$ cat config.mk
export PLATFORM = sky130hd
export DESIGN_NAME = sistema_scan
export DESIGN_NICKNAME = d
export VERILOG_FILES = /design/src/rtl/sistema_scan_pkg.sv /design/src/rtl/sistema_scan_hit_pick.sv /design/src/rtl/sistema_scan.sv
export SDC_FILE = /design/constraint.sdc
export NUM_CORES = 2
export LEC_CHECK = 0
export ABC_AREA = 1
export BUFFER_PORTS_ARGS = -buffer_cell sky130_fd_sc_hd__buf_2
export CAP_MARGIN = 5
export CORE_MARGIN = 5
export CORE_UTILIZATION = 40
export DETAILED_ROUTE_END_ITERATION = 8
export GPL_ROUTABILITY_DRIVEN = 0
export PLACE_DENSITY_LB_ADDON = 0.25
export SLEW_MARGIN = 10
export SYNTH_ARGS = -nofsm -noshare
export SYNTH_HDL_FRONTEND = slang
export SYNTH_SLANG_ARGS = --single-unit
$ cat constraint.sdc
create_clock -name clk -period 17.15 [get_ports clk]
set_clock_uncertainty 0.2 [all_clocks]
set_input_delay 1.715 -clock clk [delete_from_list [all_inputs] [get_ports clk]]
set_output_delay 1.715 -clock clk [all_outputs]
set_load 0.05 [all_outputs]
$ cat src/rtl/sistema_scan_pkg.sv
// sistema_scan_pkg: shared state encoding, default widths and the
// hash-versus-target compare used by the nonce-search controller.
package sistema_scan_pkg;

  // Controller states
  typedef enum logic [2:0] {
    ST_IDLE    = 3'd0,
    ST_ISSUE   = 3'd1,
    ST_WAIT    = 3'd2,
    ST_CHECK   = 3'd3,
    ST_HIT     = 3'd4,
    ST_EXHAUST = 3'd5
  } state_t;

  // Default configuration of the search loop
  localparam int DEF_LOG_LANES = 3;
  localparam int DEF_NONCE_W   = 32;
  localparam int DEF_HASH_W    = 24;
  localparam int DEF_CMP_BYTES = 2;
  localparam int BATCH_W       = 32;

  // Widest hash the compare helper accepts; narrower hashes are zero-extended
  localparam int MAX_HASH_W     = 256;
  localparam int MAX_HASH_BYTES = MAX_HASH_W / 8;

  // A hash hits when each of its top cmp_bytes bytes is strictly below
  // target. Bytes are counted from the most-significant byte of a
  // hash_bytes-wide hash, so a zero target can never hit.
  function automatic logic hash_below_target(
    input logic [MAX_HASH_W-1:0] hash,
    input int                    hash_bytes,
    input int                    cmp_bytes,
    input logic [7:0]            target
  );
    logic hit;
    logic in_range;
    int   idx;
    hit = 1'b1;
    for (int b = 0; b < MAX_HASH_BYTES; b++) begin
      in_range = (b < cmp_bytes) && (b < hash_bytes);
      idx      = in_range ? (hash_bytes - 1 - b) : 0;
      hit      = hit & (!in_range | (hash[idx*8 +: 8] < target));
    end
    return hit;
  endfunction

endpackage

$ cat src/rtl/sistema_scan_hit_pick.sv
// scan_hit_pick: priority encoder returning the lowest set lane of a hit mask.
module scan_hit_pick
  import sistema_scan_pkg::*;
#(
  parameter int LANES = 8,
  parameter int IDX_W = 3
) (
  input  logic [LANES-1:0] mask,
  output logic             found,
  output logic [IDX_W-1:0] idx
);

  // Scan from the top so the lowest set lane is the last one written
  always_comb begin
    found = 1'b0;
    idx   = {IDX_W{1'b0}};
    for (int i = LANES - 1; i >= 0; i--) begin
      idx   = mask[i] ? IDX_W'(i) : idx;
      found = found | mask[i];
    end
  end

endmodule

$ cat src/rtl/sistema_scan.sv
// sistema_scan: issues batches of consecutive nonces to external hash lanes,
// screens the returned hashes against an 8-bit target and reports hits in
// stop-on-first or continuous mode, flagging exhaustion of the nonce space.
module sistema_scan
  import sistema_scan_pkg::*;
#(
  parameter int LOG_LANES = DEF_LOG_LANES,
  parameter int NONCE_W   = DEF_NONCE_W,
  parameter int HASH_W    = DEF_HASH_W,
  parameter int CMP_BYTES = DEF_CMP_BYTES
) (
  input  logic                              clk,
  input  logic                              reset,
  input  logic                              active,
  input  logic                              mode,
  input  logic [7:0]                        target,
  input  logic [NONCE_W-1:0]                nonce_base,
  input  logic                              result_ack,
  output logic                              lane_start,
  output logic [(2**LOG_LANES)*NONCE_W-1:0] lane_nonce,
  input  logic                              lane_done,
  input  logic [(2**LOG_LANES)*HASH_W-1:0]  lane_hash,
  output logic                              terminado,
  output logic [HASH_W-1:0]                 hashOut,
  output logic [NONCE_W-1:0]                nonceOut,
  output logic                              exhausted,
  output logic [BATCH_W-1:0]                batches
);

  localparam int LANES      = 2 ** LOG_LANES;
  localparam int HASH_BYTES = HASH_W / 8;
  // Last aligned batch base; also the mask that aligns nonce_base
  localparam logic [NONCE_W-1:0] TOP_BASE = {NONCE_W{1'b1}} << LOG_LANES;

  state_t state_r, state_next_s;

  logic [7:0]              target_r;
  logic                    mode_r;
  logic [NONCE_W-1:0]      base_r;
  logic [LANES*HASH_W-1:0] hash_r;
  logic [LANES-1:0]        hit_mask_r;
  logic                    lane_start_r;
  logic [LANES*NONCE_W-1:0] lane_nonce_r;
  logic                    terminado_r;
  logic [HASH_W-1:0]       hash_out_r;
  logic [NONCE_W-1:0]      nonce_out_r;
  logic                    exhausted_r;
  logic [BATCH_W-1:0]      batches_r;

  logic                     start_s, launch_s, capture_s, report_s;
  logic                     exhaust_s, ack_s, abort_s;
  logic [NONCE_W-1:0]       base_next_s;
  logic [LANES*NONCE_W-1:0] nonce_vec_s;
  logic [LANES-1:0]         hit_vec_s;
  logic                     pick_found_s;
  logic [LOG_LANES-1:0]     pick_idx_s;

  scan_hit_pick #(
    .LANES (LANES),
    .IDX_W (LOG_LANES)
  ) u_hit_pick (
    .mask  (hit_mask_r),
    .found (pick_found_s),
    .idx   (pick_idx_s)
  );

  // State register
  always_ff @(posedge clk or posedge reset) begin
    if (reset) begin
      state_r <= ST_IDLE;
    end else begin
      state_r <= state_next_s;
    end
  end

  // Next-state logic; dropping active returns to IDLE from anywhere
  always_comb begin
    state_next_s = state_r;
    case (state_r)
      ST_IDLE:    state_next_s = active ? ST_ISSUE : ST_IDLE;
      ST_ISSUE:   state_next_s = active ? ST_WAIT : ST_IDLE;
      ST_WAIT: begin
        if (!active) begin
          state_next_s = ST_IDLE;
        end else if (lane_done) begin
          state_next_s = ST_CHECK;
        end else begin
          state_next_s = ST_WAIT;
        end
      end
      ST_CHECK: begin
        if (!active) begin
          state_next_s = ST_IDLE;
        end else if (pick_found_s) begin
          state_next_s = ST_HIT;
        end else if (base_r == TOP_BASE) begin
          state_next_s = ST_EXHAUST;
        end else begin
          state_next_s = ST_ISSUE;
        end
      end
      ST_HIT: begin
        if (!active) begin
          state_next_s = ST_IDLE;
        end else if (mode_r && result_ack) begin
          state_next_s = ST_CHECK;
        end else begin
          state_next_s = ST_HIT;
        end
      end
      ST_EXHAUST: state_next_s = active ? ST_EXHAUST : ST_IDLE;
      default:    state_next_s = ST_IDLE;
    endcase
  end

  // Output decode: one-cycle strobes that steer the registered datapath
  always_comb begin
    start_s     = 1'b0;
    launch_s    = 1'b0;
    capture_s   = 1'b0;
    report_s    = 1'b0;
    exhaust_s   = 1'b0;
    ack_s       = 1'b0;
    base_next_s = base_r + NONCE_W'(LANES);
    case (state_r)
      ST_IDLE: begin
        base_next_s = nonce_base & TOP_BASE;
        start_s     = active;
        launch_s    = active;
      end
      ST_WAIT:  capture_s = active & lane_done;
      ST_CHECK: begin
        report_s  = active & pick_found_s;
        exhaust_s = active & ~pick_found_s & (base_r == TOP_BASE);
        launch_s  = active & ~pick_found_s & (base_r != TOP_BASE);
      end
      ST_HIT:   ack_s = active & mode_r & result_ack;
      default:  ack_s = 1'b0;
    endcase
    abort_s = (state_r != ST_IDLE) & ~active;
  end

  // Nonces for the batch about to be launched
  always_comb begin
    nonce_vec_s = '0;
    for (int i = 0; i < LANES; i++) begin
      nonce_vec_s[i*NONCE_W +: NONCE_W] = base_next_s + NONCE_W'(i);
    end
  end

  // Per-lane screen of the returning hashes against the captured target
  always_comb begin
    hit_vec_s = '0;
    for (int i = 0; i < LANES; i++) begin
      hit_vec_s[i] = hash_below_target(MAX_HASH_W'(lane_hash[i*HASH_W +: HASH_W]),
                                       HASH_BYTES, CMP_BYTES, target_r);
    end
  end

  // Search context: captured config, batch base, lane results and hit mask
  always_ff @(posedge clk or posedge reset) begin
    if (reset) begin
      target_r     <= 8'h00;
      mode_r       <= 1'b0;
      base_r       <= '0;
      hash_r       <= '0;
      hit_mask_r   <= '0;
      lane_start_r <= 1'b0;
      lane_nonce_r <= '0;
      batches_r    <= '0;
    end else begin
      lane_start_r <= launch_s;
      if (start_s) begin
        target_r <= target;
        mode_r   <= mode;
      end
      if (launch_s) begin
        base_r       <= base_next_s;
        lane_nonce_r <= nonce_vec_s;
        batches_r    <= batches_r + 32'd1;
      end
      if (capture_s) begin
        hash_r     <= lane_hash;
        hit_mask_r <= hit_vec_s;
      end else if (ack_s) begin
        hit_mask_r[pick_idx_s] <= 1'b0;
      end
    end
  end

  // Result reporting; hashOut/nonceOut keep their value across an abort
  always_ff @(posedge clk or posedge reset) begin
    if (reset) begin
      terminado_r <= 1'b0;
      hash_out_r  <= '0;
      nonce_out_r <= '0;
      exhausted_r <= 1'b0;
    end else begin
      if (report_s) begin
        hash_out_r  <= hash_r[pick_idx_s*HASH_W +: HASH_W];
        nonce_out_r <= base_r + NONCE_W'(pick_idx_s);
        terminado_r <= 1'b1;
      end else if (ack_s || abort_s) begin
        terminado_r <= 1'b0;
      end
      if (exhaust_s) begin
        exhausted_r <= 1'b1;
      end else if (abort_s) begin
        exhausted_r <= 1'b0;
      end
    end
  end

  assign lane_start = lane_start_r;
  assign lane_nonce = lane_nonce_r;
  assign terminado  = terminado_r;
  assign hashOut    = hash_out_r;
  assign nonceOut   = nonce_out_r;
  assign exhausted  = exhausted_r;
  assign batches    = batches_r;

endmodule

**After elaboration in Yosys (flattened, before gate mapping)**

Cells that the tools add are included.

- Bits in registers: 591
- Input port bits: 238
- Output and inout port bits: 347
- Logic and storage cells: 119

- $add $sub $neg: 10
- Multipliers: 1
- Order comparisons: 18
- Equality and inequality tests: 7
- Shifts and indexed selects: 1
- Multiplexer cells: 34
- Bitwise operators: 27
- Reductions and logical operators: 8

Operators with widths:

| cell | count |
|---|---|
| 192-bit by 9-bit indexed part select with 24-bit output | 1 |
| 32-bit by 3-bit adder with 32-bit output, second input constant | 4 |
| 8-bit < comparator | 16 |
| 32-bit by 1-bit adder with 32-bit output, second input constant | 2 |
| 32-bit by 2-bit adder with 32-bit output, second input constant | 2 |
| 3-bit 2-to-1 mux | 15 |
| 32-bit by 3-bit adder with 32-bit output | 1 |
| 32-bit by 4-bit adder with 32-bit output, second input constant | 1 |
| 32-bit == test, second input constant | 1 |
| 32-bit 2-to-1 mux | 1 |
| 32-bit != test, second input constant | 1 |
| 3-bit one-hot mux with 6 select lines | 1 |
| 1-bit AND | 16 |
| 8-bit 2-to-1 mux | 2 |
| 1-bit 2-to-1 mux | 12 |
| 8-bit AND | 1 |
| 8-bit NOT | 1 |
| 1-bit bitwise OR | 7 |
| 3-bit by 2-bit == test with 1-bit output, second input constant | 2 |
| 3-bit == test, second input constant | 2 |
| 2-bit nonzero test | 3 |
| 3-bit by 2-bit multiplier with 5-bit output, second input constant | 1 |
| 3-bit by 4-bit < comparator with 1-bit output, second input constant | 1 |
| 1-bit demux with 3-bit select | 1 |
| 9 further kinds | 11 |

**Longest topological paths before layout**

- Word-level depth: 16
- Mapped depth: 23
- Mapped depth without buffers: 20

**Cells and area by module**

A second synthesis with hierarchy kept.

- Cell total of the unflattened synthesis: 3787
- Area total of the unflattened synthesis: 29862.4 µm²

By module, submodules not included:

| module | times used | cells each | area an instance (µm²) | seq. area each (µm²) |
|---|---|---|---|---|
| sistema_scan | 1 | 3765 | 29763.5 | 13738.2 |
| scan_hit_pick | 1 | 22 | 98.8 | 0.0 |

**Worst setup path after synthesis**

OpenSTA, ideal clock, no wires.

- Path type: input to register
- Start point: input port nonce_base[3]
- End point: register lane_nonce_r[246] (netlist: lane_nonce[246])
- Setup time: 0.117 ns
- Data arrival time: 3.418 ns
- Required time: 16.833 ns
- Setup slack: 13.415 ns
- Stages on the path: 13
- Path buffers: 0
- Cells stage by stage: o21ai_2 -> inv_1 -> ha_1 -> a21oi_1 -> inv_1 -> nand2_1 -> nor2_4 -> nand2_1 -> nor2_2 -> nand2_1 -> nand3_1 -> o21ai_1 -> inv_1

- Cells in the longest elaborated chain, start to end: 2

RTL lines:

| what | RTL line | RTL |
|---|---|---|
| from (decl) | sistema_scan.sv:17 | `input logic [NONCE_W-1:0] nonce_base,` |
| 32-bit 2-to-1 mux | sistema_scan.sv:125 | `case (state_r)` |
| via base_next_s[3] | sistema_scan.sv:52 | `logic [NONCE_W-1:0] base_next_s;` |
| 32-bit by 3-bit adder with 32-bit output | sistema_scan.sv:147 | `nonce_vec_s[i*NONCE_W +: NONCE_W] = base_next_s + NONCE_W'(i);` |
| to (signal assigned) | sistema_scan.sv:179 | `lane_nonce_r <= nonce_vec_s;` |
| to (decl) | sistema_scan.sv:43 | `logic [LANES*NONCE_W-1:0] lane_nonce_r;` |

The timed path passes the listed nets, and every way through them passes these cells.
A chain may end at the register's enable or synchronous reset.

**Worst setup path after layout**

- Start point: input port active
- End point: register hit_mask_r[1]

- Cells in the longest elaborated chain, start to end: 4
- Elaborated cells on any way between the ends: 7
- Those cells by class: mux: 3; bitwise: 3; reduce/logical: 1

RTL lines:

| what | RTL line | RTL |
|---|---|---|
| from (decl) | sistema_scan.sv:14 | `input logic active,` |
| 1-bit AND (2 in series) | sistema_scan.sv:137 | `ST_HIT: ack_s = active & mode_r & result_ack;` |
| 1-bit 2-to-1 mux | sistema_scan.sv:125 |  |
| 2-bit nonzero test (no source line) | - |  |
| to (signal assigned) | sistema_scan.sv:184 | `hit_mask_r <= hit_vec_s;` |
| to (decl) | sistema_scan.sv:41 | `logic [LANES-1:0] hit_mask_r;` |

Parallel ways exist; a longest one is shown, timed or not.

==> impl_metrics.json <==
{
  "status": "finished clean",
  "final_antenna_net_count": 0,
  "drt_iter0_markers": 2503,
  "leakage_nw": 17.9,
  "cp-endpoint": "hit_mask_r[1]",
  "cts_setup_buffers": 0,
  "antenna_found_initial": 25,
  "h-tree-depth": 3,
  "slew_viol_final": 0,
  "critPathMaxFanout": 162,
  "crit_required_ns": 17.45,
  "num_vias": 28031,
  "die_area_um2": 81300,
  "root_buffer": "clkbuf_16",
  "via_per_inst": 5.24,
  "reg2reg_slack_ns": 12.43,
  "routed_wirelength_mm": 111,
  "synth_cell_types": 60,
  "final-setup-viol-count": 0,
  "finalCritPeriodShare": 0.298,
  "ys_ff_latch": 549,
  "synth_top_area_frac": 0.454,
  "regArea_um2": 13700,
  "relSlewSlack": 0.304,
  "vdd_drop_max_mv": 0.154,
  "globalRouteOverflowTotal": 0,
  "async_flop_share": 1.00,
  "synth_area_per_cell_um2": 7.99,
  "r2r_start": "state_r[1]",
  "tns_ns": 0,
  "synth_edf_count": 0,
  "pin_count": 585,
  "multi_input_area_um2": 14000,
  "grt_pass1_vias": 26917,
  "synth_flop_cell": "dfrtp_1",
  "rsz0062_at_grt": "no",
  "pre_cts_slack_ns": 11.56,
  "crit_type": "in2reg",
  "start_kind": "input pin",
  "worstSetupStartpoint": "active",
  "cp_slowest_cell": "buf_4",
  "drive_above_1_share": 0.215,
  "finalCriticalPeriod_ns": 5.12,
  "cts_max_path_buffers": 3,
  "final_net_count": 4670,
  "cts_buffers": 66,
  "worstPathArrival_ns": 5.42,
  "hp-class": "reg2reg",
  "nFillCells": 7524,
  "worst_r2r_path_depth": 13,
  "io_buffers": 581,
  "cts_tree": "done",
  "path_cells": "buf_2 -> nand3_1 -> inv_8 -> buf_4 -> buf_4 -> nand3_1 -> o21ai_0",
  "start_util": 0.401,
  "worst_slack_ns": 12.03,
  "fin_util": 0.478,
  "grtUsageTotal": 0.266,
  "worst_pin_slew_ns": 1.04,
  "synth_seq_area_share": 0.454,
  "hold_viol_final": 0,
  "die_h_um": 285,
  "clkTransAtPathRegs_ns": 0.06,
  "mappedNetlistNets": 4157,
  "powerDensity_nw_per_um2": 232,
  "die_w_um": 285,
  "maxCapViolCount": 0,
  "endpoint_kind": "flop",
  "syn2layout_area_growth_pct": 19.1,
  "core_area_um2": 75600,
  "slowest_delay_ns": 0.92,
  "clkSinkCount": 549,
  "grt_max_degree": 163,
  "grt_pass1_wl_mm": 167,
  "insertion_delay_ns": 0.60,
  "ctsResizeCount": 0,
  "synthTopCellsByArea": "dfrtp_1, nand2_1, o21ai_0, inv_1, ha_1",
  "syn_area_um2": 30300,
  "syn_inst": 3792,
  "synth_top_area_cell": "dfrtp_1",
  "worst_r2r_endpoint": "lane_nonce[186]",
  "hpwlAfterDp_mm": 83.2,
  "routedWlPerCell_um": 20.8,
  "cts_hold_buf": 0,
  "core.rowCount": 101,
  "clock.fmax_ghz": 0.195,
  "drc": 0,
  "drtPass1Iterations": 6,
  "synth_warnings": 0
}
through the flow:
stage | instances | power [mW] | cell area (um^2) | hold WS [ns]
6_report | 5349 | 8.37 | 36100 | 0.265
5_1_grt | 5344 | 8.90 | 36100 | 0.286
4_1_cts | 5333 | 8.40 | 36000 | 0.269
3_5_place_dp | 5215 | 6.96 | 33900 | 0.254
3_3_place_gp | 5215 | 6.89 | 33900 | 0.253
2_1_floorplan | 3792 | 5.53 | 30300 | 0.264
state kept, by name, indices dropped and copies added, names as in the netlist:
| name | cells |
|---|---|
| hash_r | 192 |
| state_r | 3 |
| exhausted | 1 |
| target_r | 8 |
| base_r | 31 |
| lane_start | 1 |
| terminado | 1 |
| batches | 32 |
| mode_r | 1 |
| hit_mask_r | 8 |
| lane_nonce | 215 |
| nonceOut | 32 |
| hashOut | 24 |
cells by family after synthesis:
logic type / share of synthesized area
AOI/OAI and AO/OA: 0.136
buffers and inverters: 0.0850
DFF: 0.454
and+or+nand+nor: 0.248
adders and majority gates: 0.0527
xor gates and xnor gates: 0.0243
routing by layer:
metal	wire [um]	GRT usage	up-vias	share of wire
met5	117	0	-	0.0011
met4	4670	0.105	16	0.042
met3	10300	0.0723	217	0.092
met2	50600	0.422	1100	0.46
met1	45400	0.348	13280	0.41
li1	-	-	13418	-
worst max-delay path, delay by kind of cell:
kind / cells / cell delay, ns
AO/OA/AOI/OAI: 1 / 0.25
buffers and inverters: 4 / 2.68
AND/OR/NAND/NOR: 2 / 0.65
cell type report:
class,instances,share of cell area
diodes,16,0.00111
clock buffers,95,0.0535
clock inverters,23,0.00693
inverters,480,0.0507
multi-input cells,2607,0.388
flip-flops and latches,549,0.381
well taps,978,0.0339
repair buffers,601,0.0851
how the worst min path moves through the flow:
| stage | cells after the start | startpoint | slack (ns) | end |
|---|---|---|---|---|
| final | 2 | lane_nonce[34] | 0.27 | lane_nonce[34] |
| after global routing | 2 | lane_nonce[34] | 0.29 | lane_nonce[34] |
| after CTS | 2 | lane_nonce[98] | 0.27 | lane_nonce[98] |
| after detailed placement | 2 | lane_nonce[98] | 0.25 | lane_nonce[98] |
| after global placement | 2 | lane_nonce[98] | 0.25 | lane_nonce[98] |
| after floorplan | 2 | mode_r | 0.26 | mode_r |
cells in the final DEF, fill, tap and decap left out, types with 8 or more instances in the layout:
master     netlist  routed
a31oi_1         27      27
nor2_1         236     236
nor2_4          32      32
nand3_1        188     188
nand2_2         43      44
o211ai_1        26      26
xor2_1          67      67
nor3_1          61      61
nand2_4         10      11
ha_1           126     126
dfrtp_1        549     549
xnor2_1         17      17
clkbuf_16        0      67
o21ai_1         13      13
clkinv_2         3      16
nand4_1         39      39
o31ai_1         27      27
buf_2           29     581
or2_2           23      23
diode_2          0      16
o21a_1           8       8
o21ai_0        359     359
clkbuf_8         0      15
nand3_2          8       8
o21ai_2          9       9
buf_4           18      19
nand2_1        973     970
o22ai_1        118     118
inv_2           30      29
a21oi_1         99      99
clkbuf_1        92      13
inv_1          437     434
nor2_2          45      45
clkinv_1         8       8
synthesized netlist by cell type, drive strengths merged (2+ instances only):
cell type and number:
nor2 319, dfrtp 549, nor3 65, xor2 67
nand2 1026, a221oi 2, o22ai 118, o211ai 26
o311ai 7, o31ai 27, ha 126, a21oi 103
o21a 8, o21ai 384, a31oi 28, clkbuf 92
xnor2 17, o21bai 2, clkinv 11, buf 64
inv 469, a21o 5, a211oi 4, nand3 196
or2 24, and2 3, nor4 3, nand4 40
a211o 2
report_power, final:
group / internal (mW) / switching [mW]
Clock: 0.834 / 0.581
Combinational: 1.13 / 3.58
Sequential: 1.89 / 0.352
No activity file was read; power rests on OpenSTA's default activity.
